--- config.mk ---
export PLATFORM = sky130hd
export DESIGN_NAME = arb_resp_router
export DESIGN_NICKNAME = d
export VERILOG_FILES = /design/src/rtl/arb_resp_router.sv
export SDC_FILE = /design/constraint.sdc
export NUM_CORES = 1
export LEC_CHECK = 0
export CAP_MARGIN = 20
export CORE_MARGIN = 2
export CORE_UTILIZATION = 34
export DETAILED_ROUTE_END_ITERATION = 8
export GPL_TIMING_DRIVEN = 1
export PLACE_DENSITY_LB_ADDON = 0.05
export REMOVE_ABC_BUFFERS = 1
export SLEW_MARGIN = 5
export SYNTH_ARGS = -nofsm -noshare
export SYNTH_HDL_FRONTEND = slang
export SYNTH_SLANG_ARGS = --single-unit
--- constraint.sdc ---
create_clock -name clk -period 2.99 [get_ports clk]
set_clock_uncertainty 0.2 [all_clocks]
set_input_delay 0.4485 -clock clk [delete_from_list [all_inputs] [get_ports clk]]
set_output_delay 0.4485 -clock clk [all_outputs]
set_load 0.005 [all_outputs]
--- src/rtl/arb_resp_router.sv ---
// Routes in-order downstream responses back to the master that held the grant at address accept.
// Latency: 0 cycles (combinational), or 1 cycle with ARB_RESP_ROUTER_REG_OUT_EN defined.
// Backpressure: req_ready drops when DEPTH transactions are outstanding; responses are never stalled.
module arb_resp_router #(
    parameter int N_MASTERS = 2,
    parameter int W_DATA    = 32,
    parameter int DEPTH     = 4
) (
    input  logic                     clk,
    input  logic                     rst,
    input  logic [N_MASTERS-1:0]     gnt,
    input  logic                     req_fire,
    output logic                     req_ready,
    input  logic                     rsp_valid,
    input  logic [W_DATA-1:0]        rsp_rdata,
    input  logic                     rsp_err,
    output logic [N_MASTERS-1:0]     m_rsp_valid,
    output logic [W_DATA-1:0]        m_rsp_rdata,
    output logic [N_MASTERS-1:0]     m_rsp_err,
    output logic [$clog2(DEPTH):0]   outstanding,
    output logic [1:0]               err_sticky
);

    localparam int AW = $clog2(DEPTH);
    localparam int CW = AW + 1;

    logic [N_MASTERS-1:0] fifo_mem [DEPTH];
    logic [AW-1:0]        wr_ptr;
    logic [AW-1:0]        rd_ptr;
    logic [CW-1:0]        count;

    logic                 gnt_onehot;
    logic                 push;
    logic                 pop;
    logic [N_MASTERS-1:0] head;
    logic [N_MASTERS-1:0] vld_c;
    logic [N_MASTERS-1:0] err_c;

    assign gnt_onehot  = (gnt != '0) && ((gnt & (gnt - N_MASTERS'(1))) == '0);
    // Depends only on the count register, so a same-cycle pop cannot reopen a full FIFO.
    assign req_ready   = (count != CW'(DEPTH));
    assign push        = req_fire && req_ready && gnt_onehot;
    assign pop         = rsp_valid && (count != '0);
    assign head        = fifo_mem[rd_ptr];
    assign vld_c       = pop ? head : '0;
    assign err_c       = (pop && rsp_err) ? head : '0;
    assign outstanding = count;

    always_ff @(posedge clk) begin
        if (push) begin
            fifo_mem[wr_ptr] <= gnt;
        end
    end

    always_ff @(posedge clk) begin
        if (rst) begin
            wr_ptr <= '0;
            rd_ptr <= '0;
            count  <= '0;
        end else begin
            if (push) begin
                wr_ptr <= wr_ptr + AW'(1);
            end
            if (pop) begin
                rd_ptr <= rd_ptr + AW'(1);
            end
            case ({push, pop})
                2'b10:   count <= count + CW'(1);
                2'b01:   count <= count - CW'(1);
                default: count <= count;
            endcase
        end
    end

    always_ff @(posedge clk) begin
        if (rst) begin
            err_sticky <= 2'b00;
        end else begin
            if (rsp_valid && (count == '0)) begin
                err_sticky[0] <= 1'b1;
            end
            if (req_fire && !gnt_onehot) begin
                err_sticky[1] <= 1'b1;
            end
        end
    end

`ifdef ARB_RESP_ROUTER_REG_OUT_EN
    always_ff @(posedge clk) begin
        if (rst) begin
            m_rsp_valid <= '0;
            m_rsp_err   <= '0;
            m_rsp_rdata <= '0;
        end else begin
            m_rsp_valid <= vld_c;
            m_rsp_err   <= err_c;
            m_rsp_rdata <= rsp_rdata;
        end
    end
`else
    assign m_rsp_valid = vld_c;
    assign m_rsp_err   = err_c;
    assign m_rsp_rdata = rsp_rdata;
`endif

endmodule

==> results.txt, run 1 <==
The filler cell count in the final layout is about 320. The share of the synthesized area in the top cell type came out at 0.2157. The initial standard-cell utilization of the core is 0.3618. The total power per unit cell area is ~660 nW/um2.

The via count normalized by instance count is 4.497. 0 antenna diodes ended up in the layout. The count of final max-slew check failures came out at 0.

The vertical die dimension came out at between 60 and 70 um. The post-CTS setup-driven buffer insertion count is 0. The number of antenna violations at the first check in global routing is 0. The synthesized cell area is 1114 um2. The required time reported for the critical path endpoint is approximately 3.0 ns.

The biggest cell delay along the critical path came out at 0.43 ns. After detailed routing, the average wire length per cell comes to 19.69 um. The cell type with the highest occurrence count on the critical path is inv_1.

Setup repair after global routing left no endpoint under its margin. For the pin with the worst max-slew slack, the measured transition is around 0.43 ns. The instance count of the mapped netlist is approximately 110. The core region area came out at between 3000 and 4000 um2. For this design the top-level I/O count stands at slightly above 80. The placed cell count is around 140. The floorplan row count is 20. In the final timing run, aggregate negative setup slack is 0 ns.

The routability congestion estimate came out at 0.6667. The die boundary width is about 60 um. The unique cell type count in the Yosys netlist came out at 27. For the worst-skew pair, the clock arrives at the later sink with an insertion delay of slightly below 0.3 ns. At the end of the flow, the number of nets in the layout was approximately 150.

The shortest clock period the worst path allows after layout is 2.669 ns. The count of buffers inserted at the top-level ports is 16. The number of H-tree branching levels is 1.

Summed over all cells, the static leakage comes to around 0.45 nW. The starting DRC count in detailed routing is 26. The total of warnings raised by yosys is 0. In this run the deepest clock path goes through 2 buffers. The detailed-route DRC error count is 0. Summed over all nets, the half-perimeter wirelength after detailed placement is 2.250 mm. The pin count of the biggest net entering global routing is 13.

Walking the worst path, the cells encountered are clkdlybuf4s50_1, xnor2_1, and3b_1, inv_1, ha_1, inv_1, fa_1, xor2_1, or3_2, a21oi_1. The area of the die is 3749 um2. The total power consumption of the routed design came out at 0.7600 mW. The non-filler instance count after layout came out at between 100 and 150. The path depth of the worst reg2reg path is 9. The max capacitance violation total is 0. The post-detailed-route count of antenna-violating nets came out at 0. The via count of the first global-routing pass is around 660. The post-synthesis average cell area is ~11 um2.

Of all cell types, the one taking the most synthesized area is buf_4. The period utilization is 0.8928. TritonCTS built the clock tree. After clock tree synthesis, the flow added hold-fix buffers numbering 0. The critical path's slowest cell is clkdlybuf4s50_1. Hold is met by 0.2919 ns. The final hold violation count is 0. The tree is rooted in a clkbuf_4. Yosys attributes the largest share of cell area to buf_4 (22%), edfxtp_1 (22%), dfxtp_1 (20%), ha_1 (5.6%), mux4_2 (4.0%). The arrival time of the worst setup path came out at roughly 2.7 ns. The count of endpoints failing setup in the final report is 0. Summed over all layers, the global routing overflow is 0. The overall via count from detail_route came out at approximately 640. Static timing analysis puts the maximum clock frequency at around 370 MHz. The number of synthesized register bits came out at 19.

The flow ran to the end, and the final reports show no timing, DRC or antenna violations. The global-route usage over all layers is 0.1718. The worst hold path passes through 2 cells. The area of all sequential standard cells is approximately 460 um2. For this run, the register share of the synthesized area comes to 0.4135. The wire length of the first global-routing pass came out at around 4.2 mm. The area taken by multi-input logic gates came out at 371.6 um2. The number of buffers created by CTS came out at 3. The clock drives 19 sinks. The number of iterations in the first detailed-routing pass came out at 3. The critical path is of the in -> reg type. The worst-case IR drop observed on VDD is 293.3 uV. The post-CTS resize count came out at 0. The worst-case headroom to the max-slew limit came out at 0.7148. The relative area change from synthesis to final layout came out at 3.596%. The worst setup path is captured at a flip-flop.

The worst setup path is launched from a primary input. Clock-pin slew was measured on the worst setup and hold paths at 0.11 ns. The biggest fanout along the worst timing path came out at 2.

The total wire length after detailed routing came out at about 2.8 mm. The min-delay analysis places its worst path in the category reg -> reg. Of the cells placed in the final design, the portion with a size suffix greater than 1 is 0.1818.
-- cells by family after synthesis --
| group | count (synthesis) | share of synthesized area |
|---|---|---|
| compound gates | 7 | 0.03708 |
| fa+ha+maj | 6 | 0.07416 |
| xor+xnor | 5 | 0.03932 |
| mux | 4 | 0.06291 |
| flops | 19 | 0.4135 |
| buf+inv | 41 | 0.2528 |
| simple gates | 24 | 0.1202 |
-- through the flow --
stage                       util  setup WS (ns)  area [um2]
after floorplan                -         0.3721       858.3
after global placement    0.3659        0.03789        1126
after detailed placement  0.3659        0.01097        1126
after CTS                 0.3748         0.3091        1154
after global routing      0.3748         0.2018        1154
final                     0.3748         0.3206        1154
-- metal layers --
layer  vias up  routed length (um)  global-route usage
met5         -                   0             0.08571
met4         0                  18             0.03416
met3         2                 606              0.1849
met1       284                1171              0.2113
met2        57                1020              0.1930
li1        300                   -                   -
-- final timing paths --
path	start	to	slack [ns]
setup / recovery	gnt[1]	outstanding[2]$_SDFFE_PP0P_	0.32
hold / removal	err_sticky[1]$_SDFFE_PP0P_	err_sticky[1]$_SDFFE_PP0P_	0.29
setup reg to reg	outstanding[1]$_SDFFE_PP0P_	outstanding[2]$_SDFFE_PP0P_	0.38
hold reg to reg	err_sticky[1]$_SDFFE_PP0P_	err_sticky[1]$_SDFFE_PP0P_	0.29
-- cell type report --
| type | count | share of cell area |
|---|---|---|
| repair buffers | 23 | 0.1844 |
| inverters | 7 | 0.02278 |
| multi-input cells | 46 | 0.3221 |
| flip-flops and latches | 19 | 0.3991 |
| clock buffers | 3 | 0.01952 |
| clock inverters | 1 | 0.004338 |
| well taps | 44 | 0.04772 |
-- report_power, final --
group	total (mW)	internal (mW)	leakage (nW)	switching (mW)
registers	0.345	0.313	0.163	0.0324
clock network	0.128	0.0497	0.0177	0.0788
logic	0.286	0.165	0.266	0.121
total	0.760	0.527	0.446	0.233
-- worst max-delay path: cells and delay by family --
kind,cells,cell delay (ns)
AND/OR/NAND/NOR,2,0.63
XOR/XNOR,2,0.39
AO/OA/AOI/OAI,1,0.14
buffers and inverters,3,0.55
adder cells (fa/ha/maj),2,0.54
-- cells in the mapped netlist (all sizes together) --
library cell  number
nor3               1
edfxtp             8
ha                 5
and3b              1
xnor2              1
clkbuf             1
a21oi              4
nand2b             2
inv                7
o311ai             1
mux4               2
nor2b              2
mux2               1
nor2              10
buf               33
or3                1
and2               4
o31ai              1
mux2i              1
fa                 1
and3               2
dfxtp             11
o21ai              1
xor2               4
or3b               1
-- layout by cell type, fill, tap and decap left out, types with 4 or more instances in the layout --
cell	instances
a21oi_1	4
buf_4	7
clkdlybuf4s50_1	16
dfxtp_1	11
edfxtp_1	8
ha_1	5
inv_1	7
nor2_1	10
xor2_1	4
(Power assumes the default switching activity.)
==> run 2: changes to the inputs <==
--- a/config.mk
+++ b/config.mk
@@ -5,12 +5,12 @@
 export SDC_FILE = /design/constraint.sdc
 export NUM_CORES = 1
 export LEC_CHECK = 0
-export CAP_MARGIN = 20
 export CORE_MARGIN = 2
 export CORE_UTILIZATION = 34
 export DETAILED_ROUTE_END_ITERATION = 8
 export GPL_TIMING_DRIVEN = 1
 export PLACE_DENSITY_LB_ADDON = 0.05
+export RECOVER_POWER = 100
 export REMOVE_ABC_BUFFERS = 1
 export SLEW_MARGIN = 5
 export SYNTH_ARGS = -nofsm -noshare
==> run 2 against run 1 <==
  * Hold slack worse by 0.0056 ns
  * Largest cell class unchanged
  * Routed wire length rose by 0.46%
  * Sequential power about the same
  * Total power fell by 3.6%
==> results.txt, run 2 (synthesis results as in run 1) <==
The critical path starts at gnt[1]. Setup repair after global routing left no endpoint under its margin. The overall via count from detail_route came out at about 650. At the end of the flow, the number of nets in the layout was approximately 150. The class of the worst hold path is reg -> reg. Clock tree synthesis found a total of 19 sinks.

The total wire length after detailed routing came out at around 2.8 mm. Across the VDD grid, the largest voltage drop is around 290 uV. The starting DRC count in detailed routing came out at 21. The worst register-to-register path ends at outstanding[2]$_SDFFE_PP0P_.

The placed cell count came out at 139. The path depth of the worst reg2reg path came out at 9. For this run, global-route usage on met1 was measured as 0.2113. The count of endpoints failing setup in the final report came out at 0. TritonCTS built the clock tree.

By startpoint and endpoint, the worst setup path is classified as in -> reg. The number of antenna violations at the first check in global routing came out at 0. The end point of the critical path is outstanding[2]$_SDFFE_PP0P_.

Buffers inserted during clock tree synthesis total 3. The count of inserted antenna diode cells is 0. The biggest fanout along the worst timing path came out at 2. Port buffering added 16 buffers. The routing layer with the top usage in global route is met1. The top cell types in the final layout, fill and taps aside, are dfxtp_1 (11), dlygate4sd3_1 (11), nor2_1 (10), edfxtp_1 (8), inv_1 (7). CTS built an H-tree with a depth of 1. The vertical die dimension is between 60 and 70 um. The count of final max-slew check failures is 0. The via count of the first global-routing pass is about 660. The first detailed-routing pass took 2 iterations. In this run the power density over the cells is 650.1 nW/um2. For this design, the CTS-stage hold fixing added 0 buffers. In this run the standard cell core region covers slightly above 3000 um2. The final hold violation count is 0. In this design, the critical path's most frequently occurring cell is inv_1. Entering global routing, the biggest net connects 13 pins. The worst register-to-register path begins at outstanding[1]$_SDFFE_PP0P_. The worst pin sits at a relative slew slack of 0.7110.

The fraction of layout cells with a size suffix above 1 came out at 0.09091. Once detailed placement completed, the half-perimeter wirelength came to ~2.3 mm. The area of the die is 3749 um2. The maximum operating frequency is 375.4 MHz. The cell chosen for the clock root is clkbuf_4. The non-filler instance count after layout came out at ~140. Max-cap violations in this run came to 0. The number of stages on the worst hold path came out at 2. From synthesis to final layout, the design area changed by 1.236%.

For this run the aggregate overflow at the end of global routing stands at 0. Clock-pin slew was measured on the worst setup and hold paths at about 0.11 ns. The reg2reg setup slack came out at between 0.3 and 0.4 ns.

The global routing met2 resource utilization is 0.1930. Dividing the detail-routed via count by the number of cells gives 4.524. The period utilization came out at 0.8909. The routed length per instance is a little under 20 um. The flow ran to the end, and the final reports show no timing, DRC or antenna violations. For the worst setup path, the data required time is about 3 ns. The post-CTS setup-driven buffer insertion count came out at 0. The initial standard-cell utilization of the core is 0.3618. The clock reaches the later pin of the worst-skew pair after 0.29 ns. The met3 capacity usage during global routing is 0.1849. STA classifies the critical path endpoint as a flip-flop. The shortest clock period the worst path allows after layout is between 2 and 3 ns.

The count of boundary I/O pins came out at 81. The slew at the pin with the worst max-slew slack came out at around 0.43 ns. The congestion estimate from routability-driven global placement came to 0.6667.

The biggest cell delay along the critical path is approximately 0.43 ns. Once the clock tree was built, the resizer swapped 0 gates to a different size. The worst setup path is launched from a primary input.

The arrival time of the worst setup path is ~2.7 ns. The leakage power summed over all cells came out at 0.4433 nW. The wire length of the first global-routing pass came out at between 4 and 5 mm. The detailed-route DRC error count came out at 0. The post-detailed-route count of antenna-violating nets is 0.

For this run, the total global-route usage over all layers was measured as 0.1718. The clock passes through at most 2 buffers. The final-layout setup total negative slack came out at 0 ns. After floorplanning, the core was divided into 20 placement rows. The slowest stage of the critical path belongs to the cell clkdlybuf4s50_1.

Walking the worst path, the cells encountered are clkdlybuf4s50_1, xnor2_1, and3b_1, inv_1, ha_1, inv_1, fa_1, xor2_1, or3_2, a21oi_1. The die is 61.23 um wide.
[run 2: final cells by class]
class | instances | area, um2
fill | 324 | 1951
inverter | 7 | 26.28
clock buffer | 3 | 22.52
tap | 44 | 55.05
clock inverter | 1 | 5.005
sequential | 19 | 460.4
timing repair buffer | 23 | 193.9
multi-input combinational | 46 | 364.1
[run 2: worst min-delay path by stage]
stage | startpoint | end
floorplan | err_sticky[0]$_SDFFE_PP0P_ | err_sticky[0]$_SDFFE_PP0P_
global placement | err_sticky[1]$_SDFFE_PP0P_ | err_sticky[1]$_SDFFE_PP0P_
detailed placement | err_sticky[1]$_SDFFE_PP0P_ | err_sticky[1]$_SDFFE_PP0P_
CTS | err_sticky[1]$_SDFFE_PP0P_ | err_sticky[1]$_SDFFE_PP0P_
global route | err_sticky[0]$_SDFFE_PP0P_ | err_sticky[0]$_SDFFE_PP0P_
finish | err_sticky[1]$_SDFFE_PP0P_ | err_sticky[1]$_SDFFE_PP0P_
[run 2: power by group]
group	switching, mW	internal, mW	leakage (nW)
Combinational	0.121	0.140	0.263
Sequential	0.0318	0.313	0.163
Clock	0.0785	0.0497	0.0177
[run 2: routing by layer]
metal	part of all wire	vias to the layer above
li1	-	300
met1	0.41	288
met4	0.0064	0
met5	0	-
met3	0.22	2
met2	0.36	57
[run 2: through the flow]
step	util	power [mW]	setup WS, ns	hold slack (ns)	instance area [um2]
after floorplan	-	0.5049	0.3721	0.2604	858.3
after global placement	0.3659	0.6414	0.03789	0.2601	1126
after detailed placement	0.3659	0.6425	0.01097	0.2606	1126
after CTS	0.3748	0.7737	0.3091	0.2935	1154
after global routing	0.3663	0.8019	0.2113	0.3536	1127
final	0.3663	0.7328	0.3263	0.2863	1127
[run 2: critical path, delay by kind of cell]
family | cells | cell delay (ns)
AOI/OAI and AO/OA | 1 | 0.14
xor gates and xnor gates | 2 | 0.39
adders and majority gates | 2 | 0.54
buffers and inverters | 3 | 0.55
and+or+nand+nor | 2 | 0.62
==> run 3: changes to the inputs <==
--- a/config.mk
+++ b/config.mk
@@ -9,6 +9,7 @@
 export CORE_UTILIZATION = 34
 export DETAILED_ROUTE_END_ITERATION = 8
 export GPL_TIMING_DRIVEN = 1
+export HOLD_SLACK_MARGIN = 0.08
 export PLACE_DENSITY_LB_ADDON = 0.05
 export RECOVER_POWER = 100
 export REMOVE_ABC_BUFFERS = 1
==> results of run 3 <==
Final layout, timing and power as in run 2 (identical DEF).
